**src/rtl/instruction_fetch.sv**
```systemverilog
`default_nettype none
// ============================================================================
// Module   : instruction_fetch
// Purpose  : Instruction memory with loader write port and IF/ID register.
// Revision : 1.0 - initial release
// ============================================================================
module instruction_fetch #(
    parameter int          MEM_DEPTH = 64,
    parameter logic [31:0] HALT_WORD = 32'hFFFF_FFFF
) (
    input  logic        clk,
    input  logic        i_reset,
    input  logic [31:0] i_pc,
    input  logic        i_stall,
    input  logic        i_halt,
    input  logic        i_flush,
    input  logic        i_inst_we,
    input  logic [31:0] i_inst_addr,
    input  logic [31:0] i_inst_data,
    output logic [31:0] o_instruction,
    output logic [31:0] o_pc_plus4,
    output logic        o_valid,
    output logic        o_halt_fetched
);

    localparam int          c_ADDR_W    = (MEM_DEPTH > 1) ? $clog2(MEM_DEPTH) : 1;
    localparam logic [32:0] c_MEM_BYTES = 33'(MEM_DEPTH) << 2;

    logic [31:0] r_mem [MEM_DEPTH];

    logic [31:0] r_instruction;
    logic [31:0] r_pc_plus4;
    logic        r_valid;
    logic        r_halt_fetched;

    logic        w_fetch_in_range;
    logic        w_write_in_range;
    logic [31:0] w_fetch_word;
    logic [31:0] w_pc_plus4;
    logic        w_hold;

    assign w_fetch_in_range = ({1'b0, i_pc} < c_MEM_BYTES);
    assign w_write_in_range = ({1'b0, i_inst_addr} < c_MEM_BYTES);
    assign w_fetch_word     = w_fetch_in_range ? r_mem[i_pc[c_ADDR_W+1:2]] : 32'h0000_0000;
    assign w_pc_plus4       = i_pc + 32'd4;
    assign w_hold           = i_stall | i_halt;

    // Loader port is independent of reset and pipeline control; memory survives reset.
    always_ff @(posedge clk) begin
        if (i_inst_we && w_write_in_range) begin
            r_mem[i_inst_addr[c_ADDR_W+1:2]] <= i_inst_data;
        end
    end

    always_ff @(posedge clk) begin
        if (i_reset) begin
            r_instruction  <= 32'h0000_0000;
            r_pc_plus4     <= 32'h0000_0000;
            r_valid        <= 1'b0;
            r_halt_fetched <= 1'b0;
        end else if (i_flush) begin
            r_instruction  <= 32'h0000_0000;
            r_pc_plus4     <= w_pc_plus4;
            r_valid        <= 1'b0;
        end else if (!w_hold) begin
            r_instruction  <= w_fetch_word;
            r_pc_plus4     <= w_pc_plus4;
            r_valid        <= 1'b1;
            if (w_fetch_word == HALT_WORD) begin
                r_halt_fetched <= 1'b1;
            end
        end
    end

    assign o_instruction  = r_instruction;
    assign o_pc_plus4     = r_pc_plus4;
    assign o_valid        = r_valid;
    assign o_halt_fetched = r_halt_fetched;

endmodule
`default_nettype wire

```
**config.mk**
```make
export PLATFORM = sky130hd
export DESIGN_NAME = instruction_fetch
export DESIGN_NICKNAME = d
export VERILOG_FILES = /design/src/rtl/instruction_fetch.sv
export SDC_FILE = /design/constraint.sdc
export NUM_CORES = 2
export LEC_CHECK = 0
export BUFFER_PORTS_ARGS = -buffer_cell sky130_fd_sc_hd__buf_2
export CAP_MARGIN = 20
export CORE_UTILIZATION = 55
export DETAILED_ROUTE_END_ITERATION = 16
export PLACE_DENSITY = 0.71
export SYNTH_ARGS = -nofsm -noshare
export SYNTH_HDL_FRONTEND = slang
export SYNTH_SLANG_ARGS = --single-unit
```
**constraint.sdc**
```tcl
create_clock -name clk -period 3.9 [get_ports clk]
set_clock_uncertainty 0.05 [all_clocks]
set_input_delay 0.78 -clock clk [delete_from_list [all_inputs] [get_ports clk]]
set_output_delay 0.78 -clock clk [all_outputs]
set_load 0.03 [all_outputs]
```
# [Word-level counts from Yosys, hierarchy flattened]
# Memories as Yosys holds them, arrays and structs flattened.
# Index checks and enable logic that the tools add are counted.
[word_totals] ff_bits=66 ram_bits=2048 input_bits=102 output_inout_bits=66 elab_cells=21 n_memories=1
[memory_table] name="r_mem" words=64 width=32 read_ports=1 rd_clocked_by_memory_dff=0 wr=1 line_no="29" source="logic [31:0] r_mem [MEM_DEPTH];"
[classes] addsub=1 n_lt_le_gt_ge=2 eq_ne=2 muxes=5 bitwise=3 reduce_logical=3
[op_table] cell="32-bit two-way mux" n=3
[op_table] cell="32-bit by 9-bit less-than comparator with 1-bit output, second input constant" n=2
[op_table] cell="32-bit by 3-bit adder with 32-bit output, second input constant" n=1
[op_table] cell="32-bit equality test, second input constant" n=1
[op_table] cell="3-bit AND reduction" n=1
[op_table] cell="1-bit two-way mux" n=2
[op_table] cell="2-bit != test, second input constant" n=1
[op_table] cell="1-bit NOT" n=2
[op_table] cell="2-bit OR reduction" n=1
[op_table] cell="1-bit logical AND" n=1
[op_table] cell="1-bit OR" n=1

# [Depth between registers and ports, before layout]
[logic_depth] depth_word=4 depth_mapped=15 ltp_nobuf=9

# [Least setup slack after synthesis]
# Ideal clock, no wire load.
[synth_path] path_kind="input port to flip-flop" start="input port i_inst_addr[31]" end="memory r_mem[63][0] (enable)" setup_ns=0.421 arrival_time_ns=3.185 setup_slack_ns=0.244 path_stages=5 path_buffers=0 path_cell_list="nor4b_1 > nand4_1 > nor3_1 > nand3_1 > nor2_1"
[synth_via] elab_chain_cells=4
[synth_lines] item="start: declaration" line_no="18" source="input logic [31:0] i_inst_addr,"
[synth_lines] item="32-bit by 9-bit less-than comparator with 1-bit output" line_no="43" source="assign w_write_in_range = ({1'b0, i_inst_addr} < c_MEM_BYTES);"
[synth_lines] item="1-bit logical AND" line_no="50" source="if (i_inst_we && w_write_in_range) begin"
[synth_lines] item="1-bit two-way mux" line_no="50"
[synth_lines] item="1-bit two-way mux (not written as such)" line_no="51" source="r_mem[i_inst_addr[c_ADDR_W+1:2]] <= i_inst_data;"
[synth_lines] item="end: declaration" line_no="29"
# Every way passes these cells.

# [Worst setup path in the final report]
[layout_path] start="input port i_pc[15]" end="register r_halt_fetched, in the netlist o_halt_fetched"
[layout_via] elab_chain_cells=4
[layout_lines] item="start: declaration" line_no="13" source="input logic [31:0] i_pc,"
[layout_lines] item="32-bit by 9-bit less-than comparator with 1-bit output" line_no="42" source="assign w_fetch_in_range = ({1'b0, i_pc} < c_MEM_BYTES);"
[layout_lines] item="32-bit two-way mux" line_no="44" source="assign w_fetch_word = w_fetch_in_range ? r_mem[i_pc[c_ADDR_W+1:2]] : 32'h0000_0000;"
[layout_lines] item="32-bit equality test" line_no="69" source="if (w_fetch_word == HALT_WORD) begin"
[layout_lines] item="3-bit AND reduction (no line)"
[layout_lines] item="end signal: assignment" line_no="60" source="r_halt_fetched <= 1'b0;"
[layout_lines] item="end signal: assignment" line_no="70" source="r_halt_fetched <= 1'b1;"
[layout_lines] item="end: declaration" line_no="34" source="logic r_halt_fetched;"
# Every way passes these cells.
# A chain may end at the register's enable or synchronous reset.

==> metrics.md <==
| Metric | Value |
|---|---|
| Post-Syn Area | 82300 um^2 |
| Vias in the first global route | 42926 |
| Gate Count Post-Synth | 3889 |
| Row count | 141 |
| Die Width | 389 um |
| Fin worst setup slack | 0.259 ns |
| Synth area leader | edfxtp_1 |
| Initial cell density of the core | 55.6% |
| Count of cell types in the netlist | 85 |
| Initial antenna violation count | 14 |
| Pre-CTS setup slack | -0.508 ns |
| Status | completed |
| Core area | ~150000 um^2 |
| Register share of total power | a little over half |
| GRT Util Overall | 30.5% |
| Fin crit share | 93.4% |
| Util after Layout | 64.6% |
| Switching Fraction | 21.2% |
| Crit Path Class | input port to flip-flop |
| Arrival time at the worst endpoint | 4.36 ns |
| DIE AREA | 151000 um^2 |
| WL per Instance | ~35 um |
| CTS Sinks | 2114 |
| CP max-delay cell | a221oi_1 |
| RSZ-0062 raised after global routing | false |
| Post-synth EDFFs | 2048 |
| # resized after CTS | 0 |
| H-tree Lvls | 4 |
| I/O pins | 168 |
| CP cell instances | buf_2, nor4_1, buf_4, nand4_1, or2_2, buf_4, a221oi_1, buf_4, o21ai_0, a221oi_1, nor4bb_1, nand4_1, o22ai_2 |
| Residual DRC | 0 |
| Fmax | 275 MHz |
| Register bit total from synthesis | 2114 |
| Synth Warn # | 0 |
| Max-Cap Viols | 0 |
| Clock-pin slew on the worst setup and hold paths | ~0.060 ns |
| Largest net degree at the start of global routing | between 60 and 70 |
| CP Max Fanout | 5 |
| Most used cell, CP | buf_4 |
| CTS Hold Buffers Added | 0 |
| DRT Pass-1 Iters | 5 |
| Min-delay worst type | input port to flip-flop |
| Via density per instance | 6.74 |
| Clock buffer depth | 3 |
| TritonCTS clock tree | yes |
| Slew headroom | 24.2% |
| Final hold vios | 0 |
| Largest stage delay on the critical path | 0.79 ns |
| Register area share after synthesis | 76.3% |
| Via count | 44535 |
| DPL Wire Length | approximately 140 mm |
| Psw | 9.99 mW |
| Final Routed Wirelength | 230 mm |
| Final cell count without fillers | 6604 |
| Worst Setup Start Kind | input port |
| Measured slew at the worst slew-check pin | 1.14 ns |
| Syn nets | approximately 4000 |
| Power Density | roughly 490 nW/um^2 |
| Gr ovfl total | 0 |
| Area growth syn-to-layout | 16.3% |
| Port buffer count | around 170 |
| Logic pwr share | between 5 and 6% |
| Setup Buffers After CTS | 0 |
| FFs w/ async S/R, synth | 0% |
| Power Total | 47.1 mW |
| First-pass GRT wire length | 320 mm |
| Die Span Y | around 390 um |
| Pint | 37.1 mW |
| Root Driver | clkbuf_16 |
| CP required | around 4.6 ns |
| Final antenna-violating net count | 0 |
| Post-synthesis average cell area | 21.2 um^2 |
| Share of cells above drive strength 1 | a little over 30% |
| Starting DRT DRC Count | between 6000 and 7000 |
| Fin crit period | between 3 and 4 ns |
| Top FF cell, synth | edfxtp_1 |
| Fin Hold WS | 0.137 ns |
| Total Nets Final | 4603 |
| Skew-Pair Late Insertion Delay | 0.85 ns |
| Synth top area share | 74.7% |
| Placed cell count | slightly above 6000 |
| Clock Power Share | 41.6% |
| Fin. max-slew vios | 0 |
| Area contributors post-synth | edfxtp_1 75%, mux4_2 11%, mux4_1 2.2% |
| Leakage | 31.3 nW |
| GP Congestion | between 0.8 and 0.9 |
| Kind of end point of the critical path | flip-flop |
| CTS buffer count | 203 |
| Maximum vdd drop | ~0.47 mV |
| Final setup violation count | 0 |
[metrics by stage]
stage | instance area (um^2) | TNS, ns
after CTS | 95400 | 0
after floorplan | 82300 | 0
after detailed placement | 88800 | -1.08
final | 95800 | 0
after global placement | 88700 | -1.08
after global routing | 95800 | 0
[routing by layer]
metal | track usage [%] | routed length [um] | vias up
li1 | - | - | 17563
met1 | 43.1 | 85200 | 23232
met2 | 47.0 | 107000 | 3236
met3 | 6.71 | 28200 | 486
met4 | 12.0 | 9880 | 18
met5 | 0 | 115 | -
[Yosys cell counts, drive strengths merged, types with 23 or more instances]
cell,number
clkbuf,69
nor3,23
nand3,51
a21oi,69
nor2,170
nand2,192
dfxtp,66
mux4,472
a22oi,65
a211oi,36
o21ai,38
buf,147
mux2i,142
edfxtp,2048
o22ai,31
a221oi,30
[cell type report]
| class | instances | area (um^2) |
|---|---|---|
| inverters | 6 | 25.0 |
| clock inverters | 117 | 1160 |
| diodes | 3 | 7.51 |
| well taps | 1930 | 2410 |
| multi-input cells | 1551 | 18200 |
| clock buffers | 259 | 5460 |
| flip-flops and latches | 2114 | 62800 |
| fillers | 9583 | 52400 |
| repair buffers | 624 | 5660 |
[power by group through the flow]
stage / registers [mW] / logic [mW] / clock network [mW]
floorplan: 25.5 / 1.23 / 0
global placement: 25.4 / 2.48 / 0
detailed placement: 25.4 / 2.53 / 0
CTS: 24.9 / 2.54 / 19.7
global route: 24.9 / 2.71 / 20.6
finish: 24.9 / 2.61 / 19.6
[critical path: cells and delay by family]
family / cells / cell delay, ns
AOI/OAI and AO/OA: 4 / 1.36
and+or+nand+nor: 5 / 1.42
buffers and inverters: 4 / 0.76
[cell usage in the layout, fill, tap and decap left out, types with 29 or more instances in the layout]
| cell type | instances |
|---|---|
| a211oi_1 | 36 |
| a21oi_1 | 69 |
| a221oi_1 | 29 |
| a22oi_1 | 65 |
| buf_12 | 106 |
| buf_2 | 161 |
| buf_4 | 351 |
| clkbuf_1 | 44 |
| clkbuf_16 | 207 |
| clkinv_1 | 55 |
| dfxtp_1 | 66 |
| edfxtp_1 | 2048 |
| mux2i_1 | 142 |
| mux4_1 | 70 |
| mux4_2 | 402 |
| nand2_1 | 191 |
| nand3_1 | 51 |
| nor2_1 | 103 |
| nor2_4 | 65 |
| o21ai_0 | 37 |
| o22ai_1 | 30 |
[path summary, 6_finish.rpt]
check,from,to,slack [ns],depth (start not counted)
setup / recovery,i_pc[15],o_halt_fetched$_SDFFE_PP0P_,0.26,13
hold reg to reg,o_pc_plus4[3]$_SDFFE_PP0P_,o_pc_plus4[3]$_SDFFE_PP0P_,0.40,2
hold / removal,i_pc[1],o_pc_plus4[1]$_SDFFE_PP0P_,0.14,3
setup reg to reg,r_mem[25][31]$_DFFE_PP_,o_halt_fetched$_SDFFE_PP0P_,0.80,12
[flip-flops by register name, indices dropped and copies added, names as in the netlist]
signal / flops
o_pc_plus4: 32
o_valid: 1
o_halt_fetched: 1
o_instruction: 32
r_mem: 2048
[kinds of logic after synthesis]
family	share of synthesized area, %
flip-flops	76.3
multiplexers	15.2
AND/OR/NAND/NOR	3.02
AO/OA/AOI/OAI	3.04
buffers and inverters	2.17
XOR/XNOR	0.234
adder cells (fa/ha/maj)	0.0152
(Power assumes the default switching activity.)
